$ cat config.mk
export PLATFORM = sky130hd
export DESIGN_NAME = pio_out_shifter_flat
export DESIGN_NICKNAME = d
export VERILOG_FILES = /design/src/rtl/pio_pkg.sv /design/src/rtl/pio_out_shifter_if.sv /design/src/rtl/pio_bit_extract.sv /design/src/rtl/pio_out_shifter.sv /design/src/flat_wrapper.sv
export SDC_FILE = /design/constraint.sdc
export NUM_CORES = 1
export LEC_CHECK = 0
export ABC_AREA = 1
export BUFFER_PORTS_ARGS = -buffer_cell sky130_fd_sc_hd__buf_2
export CAP_MARGIN = 20
export CORE_MARGIN = 2
export CORE_UTILIZATION = 49
export CTS_BUF_LIST = sky130_fd_sc_hd__clkbuf_4
export DETAILED_ROUTE_END_ITERATION = 10
export GPL_TIMING_DRIVEN = 0
export PLACE_DENSITY_LB_ADDON = 0.1
export SLEW_MARGIN = 30
export SYNTH_ARGS = -nofsm -noshare
export SYNTH_HDL_FRONTEND = slang
export SYNTH_SLANG_ARGS = --single-unit
$ cat constraint.sdc
create_clock -name clk -period 4.6 [get_ports clk]
set_input_delay 0.69 -clock clk [delete_from_list [all_inputs] [get_ports clk]]
set_output_delay 0.69 -clock clk [all_outputs]
set_load 0.02 [all_outputs]
$ cat src/rtl/pio_pkg.sv
// Shared types and helpers for the PIO output shift register.
package pio_pkg;

   typedef enum logic {
      SHIFT_LEFT  = 1'b0,
      SHIFT_RIGHT = 1'b1
   } shift_dir_e;

   typedef enum logic {
      RUN   = 1'b0,
      STALL = 1'b1
   } osr_state_e;

   // Bit counts encode a full word as 0.
   function automatic int unsigned dec_count(input int unsigned val, input int unsigned full);
      return (val == 0) ? full : val;
   endfunction

endpackage

$ cat src/rtl/pio_out_shifter_if.sv
// Instruction, TX FIFO and config bundle between the PIO sequencer and the OSR.
interface pio_out_shifter_if
   import pio_pkg::*;
#(
   parameter int unsigned DATA_W = 32
);
   localparam int unsigned CNT_W = $clog2(DATA_W) + 1;

   logic [DATA_W-1:0] tx_data;
   logic              tx_valid;
   logic              tx_ready;
   logic              out_req;
   logic [CNT_W-2:0]  out_count;
   logic [DATA_W-1:0] out_data;
   logic              out_valid;
   logic              pull_req;
   logic              pull_block;
   logic              pull_ifempty;
   logic [DATA_W-1:0] x_value;
   logic              mov_wr;
   logic [DATA_W-1:0] mov_wdata;
   logic [DATA_W-1:0] osr_rdata;
   logic              cfg_shiftdir;
   logic              cfg_autopull;
   logic [CNT_W-2:0]  cfg_pull_thresh;
   logic              stall;
   logic [CNT_W-1:0]  osr_count;
   osr_state_e        osr_state;

   modport master (
      output tx_data, tx_valid, out_req, out_count, pull_req, pull_block, pull_ifempty,
             x_value, mov_wr, mov_wdata, cfg_shiftdir, cfg_autopull, cfg_pull_thresh,
      input  tx_ready, out_data, out_valid, osr_rdata, stall, osr_count, osr_state
   );

   modport slave (
      input  tx_data, tx_valid, out_req, out_count, pull_req, pull_block, pull_ifempty,
             x_value, mov_wr, mov_wdata, cfg_shiftdir, cfg_autopull, cfg_pull_thresh,
      output tx_ready, out_data, out_valid, osr_rdata, stall, osr_count, osr_state
   );

endinterface

$ cat src/rtl/pio_bit_extract.sv
// Combinational n-bit extract from an OSR word plus the zero-filled remainder.
module pio_bit_extract
   import pio_pkg::*;
#(
   parameter  int unsigned DATA_W = 32,
   localparam int unsigned CNT_W  = $clog2(DATA_W) + 1
) (
   input  logic [DATA_W-1:0] i_word,
   input  logic [CNT_W-1:0]  i_n,
   input  shift_dir_e        i_dir,
   output logic [DATA_W-1:0] o_bits,
   output logic [DATA_W-1:0] o_rest
);

   logic [CNT_W-1:0] w_gap;

   assign w_gap = CNT_W'(DATA_W) - i_n;

   // i_n == DATA_W makes the remainder shift clear the whole word.
   always_comb begin
      if (i_dir == SHIFT_LEFT) begin
         o_bits = i_word >> w_gap;
         o_rest = i_word << i_n;
      end else begin
         o_bits = (i_word << w_gap) >> w_gap;
         o_rest = i_word >> i_n;
      end
   end

endmodule

$ cat src/rtl/pio_out_shifter.sv
// PIO output shift register with autopull, PULL/MOV paths and stall backpressure.
// Define PIO_OSR_PULL_IFEMPTY_EN to honour the PULL IFEMPTY qualifier.
module pio_out_shifter
   import pio_pkg::*;
#(
   parameter int unsigned DATA_W = 32
) (
   input  logic               clk,
   input  logic               rst,
   pio_out_shifter_if.slave   bus
);

   localparam int unsigned CNT_W = $clog2(DATA_W) + 1;

   logic [DATA_W-1:0] r_osr;
   logic [CNT_W-1:0]  r_count;
   logic [DATA_W-1:0] r_out_data;
   logic              r_out_valid;
   osr_state_e        r_state;

   logic [CNT_W-1:0]  w_thr;
   logic [CNT_W-1:0]  w_n;
   logic              w_empty;
   logic              w_ifempty;
   logic              w_mov;
   logic              w_pull;
   logic              w_out;
   logic [CNT_W:0]    w_sum;
   logic [CNT_W-1:0]  w_new_cnt;
   logic [DATA_W-1:0] w_bits;
   logic [DATA_W-1:0] w_rest;
   logic [DATA_W-1:0] w_osr_d;
   logic [CNT_W-1:0]  w_cnt_d;
   logic              w_fire;
   logic              w_stall;
   logic              w_pop;

`ifdef PIO_OSR_PULL_IFEMPTY_EN
   assign w_ifempty = bus.pull_ifempty;
`else
   logic unused_ifempty;
   assign unused_ifempty = bus.pull_ifempty;
   assign w_ifempty      = 1'b0;
`endif

   assign w_thr   = CNT_W'(dec_count(32'(bus.cfg_pull_thresh), DATA_W));
   assign w_n     = CNT_W'(dec_count(32'(bus.out_count), DATA_W));
   assign w_empty = (r_count >= w_thr);

   assign w_mov  = bus.mov_wr;
   assign w_pull = bus.pull_req & ~bus.mov_wr;
   assign w_out  = bus.out_req & ~bus.mov_wr & ~bus.pull_req;

   assign w_sum     = {1'b0, r_count} + {1'b0, w_n};
   assign w_new_cnt = (w_sum > (CNT_W + 1)'(DATA_W)) ? CNT_W'(DATA_W) : w_sum[CNT_W-1:0];

   pio_bit_extract #(
      .DATA_W (DATA_W)
   ) u_extract (
      .i_word (r_osr),
      .i_n    (w_n),
      .i_dir  (shift_dir_e'(bus.cfg_shiftdir)),
      .o_bits (w_bits),
      .o_rest (w_rest)
   );

   always_comb begin
      w_osr_d = r_osr;
      w_cnt_d = r_count;
      w_fire  = 1'b0;
      w_stall = 1'b0;
      w_pop   = 1'b0;
      if (w_mov) begin
         w_osr_d = bus.mov_wdata;
         w_cnt_d = '0;
      end else if (w_pull) begin
         if (!(w_ifempty && !w_empty)) begin
            if (bus.tx_valid) begin
               w_pop   = 1'b1;
               w_osr_d = bus.tx_data;
               w_cnt_d = '0;
            end else if (bus.pull_block) begin
               w_stall = 1'b1;
            end else begin
               w_osr_d = bus.x_value;
               w_cnt_d = '0;
            end
         end
      end else if (w_out) begin
         if (bus.cfg_autopull && w_empty) begin
            // Refill now; the OUT re-issues next cycle on the fresh word.
            w_stall = 1'b1;
            if (bus.tx_valid) begin
               w_pop   = 1'b1;
               w_osr_d = bus.tx_data;
               w_cnt_d = '0;
            end
         end else begin
            w_fire  = 1'b1;
            w_osr_d = w_rest;
            w_cnt_d = w_new_cnt;
            if (bus.cfg_autopull && (w_new_cnt >= w_thr) && bus.tx_valid) begin
               w_pop   = 1'b1;
               w_osr_d = bus.tx_data;
               w_cnt_d = '0;
            end
         end
      end else if (bus.cfg_autopull && w_empty && bus.tx_valid) begin
         w_pop   = 1'b1;
         w_osr_d = bus.tx_data;
         w_cnt_d = '0;
      end
   end

   always_ff @(posedge clk or posedge rst) begin
      if (rst) begin
         r_osr       <= '0;
         r_count     <= CNT_W'(DATA_W);
         r_out_data  <= '0;
         r_out_valid <= 1'b0;
         r_state     <= RUN;
      end else begin
         r_osr       <= w_osr_d;
         r_count     <= w_cnt_d;
         r_out_valid <= w_fire;
         if (w_fire) begin
            r_out_data <= w_bits;
         end
         case (r_state)
            RUN:     if (w_stall)  r_state <= STALL;
            STALL:   if (!w_stall) r_state <= RUN;
            default: r_state <= RUN;
         endcase
      end
   end

   // Handshake outputs are held low while reset is asserted.
   assign bus.tx_ready  = w_pop & ~rst;
   assign bus.stall     = w_stall & ~rst;
   assign bus.out_data  = r_out_data;
   assign bus.out_valid = r_out_valid;
   assign bus.osr_rdata = r_osr;
   assign bus.osr_count = r_count;
   assign bus.osr_state = r_state;

endmodule

$ cat src/flat_wrapper.sv
// flat-port wrapper written by rule: the top's interface ports become plain ports
module pio_out_shifter_flat import pio_pkg::*;
#(
   parameter int unsigned DATA_W = 32
)
  (clk, rst, bus_tx_data, bus_tx_valid, bus_out_req, bus_out_count, bus_pull_req, bus_pull_block, bus_pull_ifempty, bus_x_value, bus_mov_wr, bus_mov_wdata, bus_cfg_shiftdir, bus_cfg_autopull, bus_cfg_pull_thresh, bus_tx_ready, bus_out_data, bus_out_valid, bus_osr_rdata, bus_stall, bus_osr_count, bus_osr_state);
  pio_out_shifter_if #(.DATA_W(DATA_W)) bus_i ();
  input  logic clk;
  input  logic rst;
  input wire logic [$bits(bus_i.tx_data)-1:0] bus_tx_data;
  input wire logic [$bits(bus_i.tx_valid)-1:0] bus_tx_valid;
  input wire logic [$bits(bus_i.out_req)-1:0] bus_out_req;
  input wire logic [$bits(bus_i.out_count)-1:0] bus_out_count;
  input wire logic [$bits(bus_i.pull_req)-1:0] bus_pull_req;
  input wire logic [$bits(bus_i.pull_block)-1:0] bus_pull_block;
  input wire logic [$bits(bus_i.pull_ifempty)-1:0] bus_pull_ifempty;
  input wire logic [$bits(bus_i.x_value)-1:0] bus_x_value;
  input wire logic [$bits(bus_i.mov_wr)-1:0] bus_mov_wr;
  input wire logic [$bits(bus_i.mov_wdata)-1:0] bus_mov_wdata;
  input wire logic [$bits(bus_i.cfg_shiftdir)-1:0] bus_cfg_shiftdir;
  input wire logic [$bits(bus_i.cfg_autopull)-1:0] bus_cfg_autopull;
  input wire logic [$bits(bus_i.cfg_pull_thresh)-1:0] bus_cfg_pull_thresh;
  output wire logic [$bits(bus_i.tx_ready)-1:0] bus_tx_ready;
  output wire logic [$bits(bus_i.out_data)-1:0] bus_out_data;
  output wire logic [$bits(bus_i.out_valid)-1:0] bus_out_valid;
  output wire logic [$bits(bus_i.osr_rdata)-1:0] bus_osr_rdata;
  output wire logic [$bits(bus_i.stall)-1:0] bus_stall;
  output wire logic [$bits(bus_i.osr_count)-1:0] bus_osr_count;
  output wire logic [$bits(bus_i.osr_state)-1:0] bus_osr_state;
  assign bus_i.tx_data = bus_tx_data;
  assign bus_i.tx_valid = bus_tx_valid;
  assign bus_i.out_req = bus_out_req;
  assign bus_i.out_count = bus_out_count;
  assign bus_i.pull_req = bus_pull_req;
  assign bus_i.pull_block = bus_pull_block;
  assign bus_i.pull_ifempty = bus_pull_ifempty;
  assign bus_i.x_value = bus_x_value;
  assign bus_i.mov_wr = bus_mov_wr;
  assign bus_i.mov_wdata = bus_mov_wdata;
  assign bus_i.cfg_shiftdir = bus_cfg_shiftdir;
  assign bus_i.cfg_autopull = bus_cfg_autopull;
  assign bus_i.cfg_pull_thresh = bus_cfg_pull_thresh;
  assign bus_tx_ready = bus_i.tx_ready;
  assign bus_out_data = bus_i.out_data;
  assign bus_out_valid = bus_i.out_valid;
  assign bus_osr_rdata = bus_i.osr_rdata;
  assign bus_stall = bus_i.stall;
  assign bus_osr_count = bus_i.osr_count;
  assign bus_osr_state = bus_i.osr_state;
  pio_out_shifter #(.DATA_W(DATA_W)) u_core (.clk(clk), .rst(rst), .bus(bus_i));
endmodule
==> flow_metrics.tcl, run 1 <==
set metrics [dict create \
    critPathKind "in2reg" \
    yosys.area.top_type_share 0.234 \
    synth_compound_area_frac 0.171 \
    setup_violations 0 \
    synthMuxAreaShare 0.00359 \
    vias_per_cell 6.48 \
    synth_cell_type_count 51 \
    worstSetupEndpointType "register" \
    clk_path_buf_depth 2 \
    synth_top_family_by_area "simple AND/OR/NAND/NOR gates" \
    max_stage_delay_ps 330 \
    coreArea_um2 22500 \
    gp_congestion 1.12 \
    firstDrtPassIters 7 \
    yosysWarnings 0 \
    layout_commonest_cell "nand2_1" \
    cts_sinks 72 \
    synth_top_cell_by_area "nand2_1" \
    hpwlAfterDp_um 47800 \
    hold_path_class "in2async" \
    rows 55 \
    synthCells 2071 \
    worstSetupStartpointType "input pin" \
    grt_max_degree 39 \
    cts_tree "built" \
    tightest_slew_ps 711 \
    initial_core_util 0.496 \
    fin_skew_ps 19.0 \
    synth-simple-area-share 0.539 \
    crit_path_max_fanout 10 \
    antenna_found_initial 1 \
    fmax_ghz 0.224 \
    grt_use_total 0.475 \
    cts_buffers 9 \
    ys_ff_latch 72 \
    tns_ps 0 \
    p_seq_frac 0.250 \
    slowest_stage "clkbuf_2" \
    final_hold_viol_count 0 \
    syn_nets 2204 \
    synth_seq_area_share 0.161 \
    synthAdderAreaFrac 0.0190 \
    htreeDepth 3 \
    drive_gt1_frac 0.152 \
    drv_cap 0 \
    status "finished clean" \
    postRouteWirelength_um 59100 \
    leakage_nw 6.61 \
    cp.required_ps 4930 \
    drtIter0Drc 2711 \
    p_int_mw 1.68 \
    die_area_um2 24000 \
    n_fill_cell 2450 \
    cts_root_buffer "clkbuf_4" \
    p_comb_frac 0.611 \
    cp.arrival_ps 4790 \
    synth_area_per_cell_um2 5.39 \
    clk_latency_ps 450 \
    ios 190 \
    ant_nets 0 \
    clk_pin_slew_ps 140 \
    period_share 0.969 \
    slew_viol_final 0 \
    ys.flop_type "dfrtp_1" \
    final_nets 2399 \
    final_cells 2556 \
    slew-limit-headroom 0.521 \
    synth_area_leaders "nand2_1, nand3_1, dfrtp_1, o21ai_0, nor2_1" \
    portBuffers 184 \
    cp_cell_sequence "buf_2, buf_2, inv_1, buf_2, nand2_1, inv_1, ha_1, a21oi_2, nand3_2, nand2_2, inv_2, nor2_4, ha_4, inv_1, nor2_1, o211ai_1, o2111ai_2, a21oi_4, clkbuf_2, nand3_1, o211ai_1, nand3_1, nand2_1, nand2_1" \
    synth_xor_area_frac 0.00235 \
    most-common-layout-cells "nand2_1, nand3_1, buf_2, o21ai_0, nor2_1" \
    drcViolationCount 0 \
    post-route-min-period_ps 4460 \
    power_switching_mw 2.03 \
    area_delta_synth_final_pct 14.2 \
    gr-total-overflow 0 \
    grt_pass1_vias 14900 \
    mappedNetlistArea_um2 11200 \
    dp_cells 2541 \
    synth_edf_count 0 \
    cellPowerDensity_nw_per_um2 291 \
    clkPwrFrac 0.139 \
    die_y_um 155 \
    ys_async_sr_fraction 1.00 \
    sw_frac_of_total 0.547 \
    die_x_um 155 \
    grt_first_pass_wirelength_um 87400 \
    ir_drop_mv 0.147 \
    wl_per_cell_um 23.1 \
    vias 16600 \
]
-- cells by family (layout without fill, tap and decap cells) --
logic type,after synthesis,count (layout)
flip-flops,72,72
adder cells (fa/ha/maj),17,17
AO/OA/AOI/OAI,344,344
buffers and inverters,262,461
AND/OR/NAND/NOR,1369,1369
other,0,1
XOR/XNOR,3,3
multiplexers,4,4
-- area by class of cell --
type                       instances  area [µm²]  share of cell area
inverter                         113         438              0.0344
tap                              285         357              0.0280
multi-input combinational       1737        8290               0.650
clock inverter                     5         106             0.00834
sequential                        72        1800               0.142
buffer                           145         714              0.0560
antenna                            1        2.50            0.000196
timing repair buffer             188         966              0.0758
clock buffer                      10        75.1             0.00589
-- state kept, by name, summed over array words and instances, names as in the netlist --
| name | count |
|---|---|
| u_core.bus.osr_rdata | 32 |
| u_core.bus.osr_count | 6 |
| u_core.bus.out_valid | 1 |
| u_core.bus.out_data | 32 |
| u_core.bus.osr_state | 1 |
-- worst max-delay path: cells and delay by family --
| family | cells | cell delay (ps) |
|---|---|---|
| AO/OA/AOI/OAI | 5 | 1110 |
| adder cells (fa/ha/maj) | 2 | 540 |
| buffers and inverters | 8 | 1170 |
| AND/OR/NAND/NOR | 9 | 1220 |
-- per-stage QoR --
stage	utilization	power, mW	worst slack (ps)	hold slack [ps]	instance area (µm²)
finish	0.567	3.71	144	241	12700
global route	0.566	3.89	-27.2	264	12700
CTS	0.563	3.56	17.1	267	12700
detailed placement	0.554	3.04	-1310	466	12500
global placement	0.553	3.02	-1210	462	12400
floorplan	-	2.24	15.7	536	11200
-- final timing paths --
kind                                         startpoint                       end  slack (ps)  cells past startpoint
worst min register to register  u_core.bus.out_data[26]   u_core.bus.out_data[26]         490                      2
worst min-delay path                                rst      u_core.bus.osr_state         240                      2
min in group clk                u_core.bus.out_data[26]   u_core.bus.out_data[26]         490                      2
worst max register to register  u_core.bus.osr_count[0]  u_core.bus.osr_rdata[22]         170                     22
worst max-delay path                   bus_out_count[4]  u_core.bus.osr_rdata[22]         140                     24
max in group asynchronous                           rst   u_core.bus.out_data[31]        3770                      3
-- Yosys cell counts, types with 7 or more instances --
| master | count |
|---|---|
| buf_1 | 26 |
| o21ai_1 | 48 |
| buf_6 | 7 |
| nand3_1 | 475 |
| nand2_2 | 13 |
| nor2_1 | 123 |
| ha_1 | 17 |
| o22ai_1 | 16 |
| nor3_1 | 7 |
| dfrtp_1 | 71 |
| nand2_1 | 696 |
| inv_2 | 7 |
| nand2_4 | 8 |
| or2_2 | 12 |
| o211ai_1 | 30 |
| a21oi_1 | 81 |
| buf_2 | 49 |
| inv_1 | 103 |
| o21ai_0 | 137 |
| nand3_2 | 7 |
| clkbuf_1 | 60 |
-- what timing repair did --
item                                   CTS  global route
endpoints found under the hold margin    0             0
buffers inserted                         1             2
hold buffers                             0             0
setup endpoints to repair               39            32
resized for setup                        6            18
pin swaps                                2             8
-- per-layer routing --
| metal | global-route usage | wire length (µm) |
|---|---|---|
| met1 | 0.602 | 21600 |
| met2 | 0.719 | 24400 |
| met3 | 0.116 | 8050 |
| met4 | 0.315 | 5130 |
| met5 | 0 | 0 |
-- power groups by stage --
stage               Sequential, mW  Combinational, mW  Clock [mW]
floorplan                    0.981               1.26           0
global placement             0.920               2.10           0
detailed placement           0.923               2.12           0
CTS                          0.910               2.14       0.511
global route                 0.922               2.42       0.544
finish                       0.930               2.27       0.515
Power figures use the tool's default switching activity.
==> run 2, diff against run 1 <==
Settings changed: SETUP_SLACK_MARGIN from default to 0.4.
Clock period 4.6 ns to 5 ns, I/O delays scaled along.
==> flow_metrics.tcl, run 2 (synthesized netlist as in run 1, its figures left out) <==
set metrics [dict create \
    status "finished clean" \
    ant_nets 0 \
    sw_frac_of_total 0.557 \
    reg2reg_slack_ps 500 \
    htreeDepth 3 \
    r2r_cells 26 \
    grt_pass1_vias 15100 \
    rsz0062_at_grt "yes" \
    p_comb_frac 0.621 \
    max_stage_delay_ps 290 \
    gr-total-overflow 0 \
    postRouteWirelength_um 61000 \
    cellPowerDensity_nw_per_um2 266 \
    portBuffers 184 \
    hpwlAfterDp_um 48200 \
    initial_core_util 0.496 \
    grt_use_total 0.483 \
    cp.arrival_ps 4100 \
    slew_viol_final 0 \
    p_int_mw 1.53 \
    period_share 0.970 \
    worstSetupStartpointType "input pin" \
    power_switching_mw 1.92 \
    critPathKind "in2out" \
    rows 55 \
    cts_tree "built" \
    worstReg2RegEnd "u_core.bus.osr_rdata[11]" \
    p_seq_frac 0.247 \
    slew-limit-headroom 0.512 \
    clk_path_buf_depth 2 \
    antenna_found_initial 1 \
    drv_cap 0 \
    die_x_um 155 \
    r2r-start "u_core.bus.osr_count[1]" \
    fin_skew_ps 28.4 \
    firstDrtPassIters 7 \
    drcViolationCount 0 \
    layout_commonest_cell "nand2_1" \
    cp_common_cell "nand2_1" \
    hold_slack_ps 221 \
    worstSetupEndpointType "primary output" \
    clk_pin_slew_ps 140 \
    cts_buffers 9 \
    vias 16800 \
    vias_per_cell 6.52 \
    leakage_nw 6.71 \
    post-route-min-period_ps 4850 \
    cts_sinks 72 \
    wl_per_cell_um 23.7 \
    fmax_ghz 0.206 \
    total_power_mw 3.45 \
    cp_cell_sequence "buf_12, buf_8, buf_12, buf_8, buf_6, ha_4, ha_4, or2_4, xor2_2, nand2_1, nor3_2, nand3_1, nand2_1, inv_2, nor2_1, ha_1, nand2_1, inv_1, o211ai_1, o2111ai_4, nand3_2, a31oi_2, buf_4" \
    grt_first_pass_wirelength_um 88800 \
    setup_violations 0 \
    hold_path_class "in2async" \
    clk_latency_ps 470 \
    drive_gt1_frac 0.161 \
    holdBufCountCts 0 \
    tightest_slew_ps 732 \
    drtIter0Drc 2810 \
    cp.required_ps 4250 \
    area_delta_synth_final_pct 16.1 \
    gp_congestion 1.11 \
    clkPwrFrac 0.131 \
    final_nets 2413 \
    die_y_um 155 \
    slowest_stage "ha_1" \
    crit_path_max_fanout 3 \
    ios 190 \
    coreArea_um2 22500 \
    die_area_um2 24000 \
    final_hold_viol_count 0 \
    grt_max_degree 55 \
    ir_drop_mv 0.124 \
    cts_root_buffer "clkbuf_4" \
    most-common-layout-cells "nand2_1, nand3_1, buf_2, o21ai_0, nor2_1" \
]
-- run 2: changes by cell type in the layout (fill, tap and decap cells not counted), sizes merged --
cell and change:
inv +4, clkbuf -4, clkinvlp -2, clkinv +1, buf +17, bufinv -1
-- run 2: timing repair --
item                                    4_1_cts  5_1_grt
endpoints found under the setup margin       39       31
gates resized for setup                      30       27
setup buffers                                 7        6
pin swaps                                    14       13
hold endpoints to repair                      0        0
-- run 2: metrics by stage --
stage / setup WS [ps] / util / setup TNS (ps) / cells / area (µm²)
after detailed placement: -916 / 0.555 / -19940 / 2541 / 12500
final: 152 / 0.576 / 0 / 2571 / 13000
after floorplan: 378 / - / 0 / 2071 / 11200
after global routing: 125 / 0.576 / 0 / 2570 / 13000
after CTS: 291 / 0.570 / 0 / 2564 / 12800
after global placement: -827 / 0.553 / -15160 / 2540 / 12500
-- run 2: power groups by stage --
stage	Clock, mW	Sequential, mW	Combinational (mW)
global placement	0	0.843	1.93
finish	0.453	0.854	2.14
floorplan	0	0.902	1.16
global route	0.473	0.847	2.28
CTS	0.444	0.835	1.99
detailed placement	0	0.846	1.95
-- run 2: layout make-up --
cell class	count	area (µm²)
Antenna cell	1	2.50
Buffer	149	792
Clock buffer	9	67.6
Clock inverter	7	100
Fill cell	2337	9540
Inverter	113	434
Multi-Input combinational cell	1737	8360
Sequential cell	72	1800
Tap cell	285	357
Timing Repair Buffer	198	1050
-- run 2: worst max-delay path, delay by kind of cell --
kind                     cells  cell delay [ps]
XOR/XNOR                     1              220
AND/OR/NAND/NOR              8             1200
buffers and inverters        8              880
adder cells (fa/ha/maj)      3              580
AO/OA/AOI/OAI                3              450
-- run 2: how the worst max path moves through the flow --
stage / from / to / slack [ps] / cells after the start
finish: bus_out_count[0] / bus_tx_ready / 150 / 23
global route: bus_out_count[0] / bus_tx_ready / 130 / 23
CTS: bus_out_count[0] / bus_tx_ready / 290 / 25
detailed placement: bus_out_count[0] / u_core.bus.osr_rdata[29] / -920 / 28
global placement: bus_out_count[0] / u_core.bus.osr_rdata[29] / -830 / 28
floorplan: bus_out_count[0] / bus_tx_ready / 380 / 21
-- run 2: metal layers --
metal	vias to the layer above	track usage	wire [µm]
met3	415	0.129	8450
met2	1577	0.735	25100
met1	7404	0.593	21500
li1	7371	-	-
met5	-	0	0
met4	0	0.345	5860
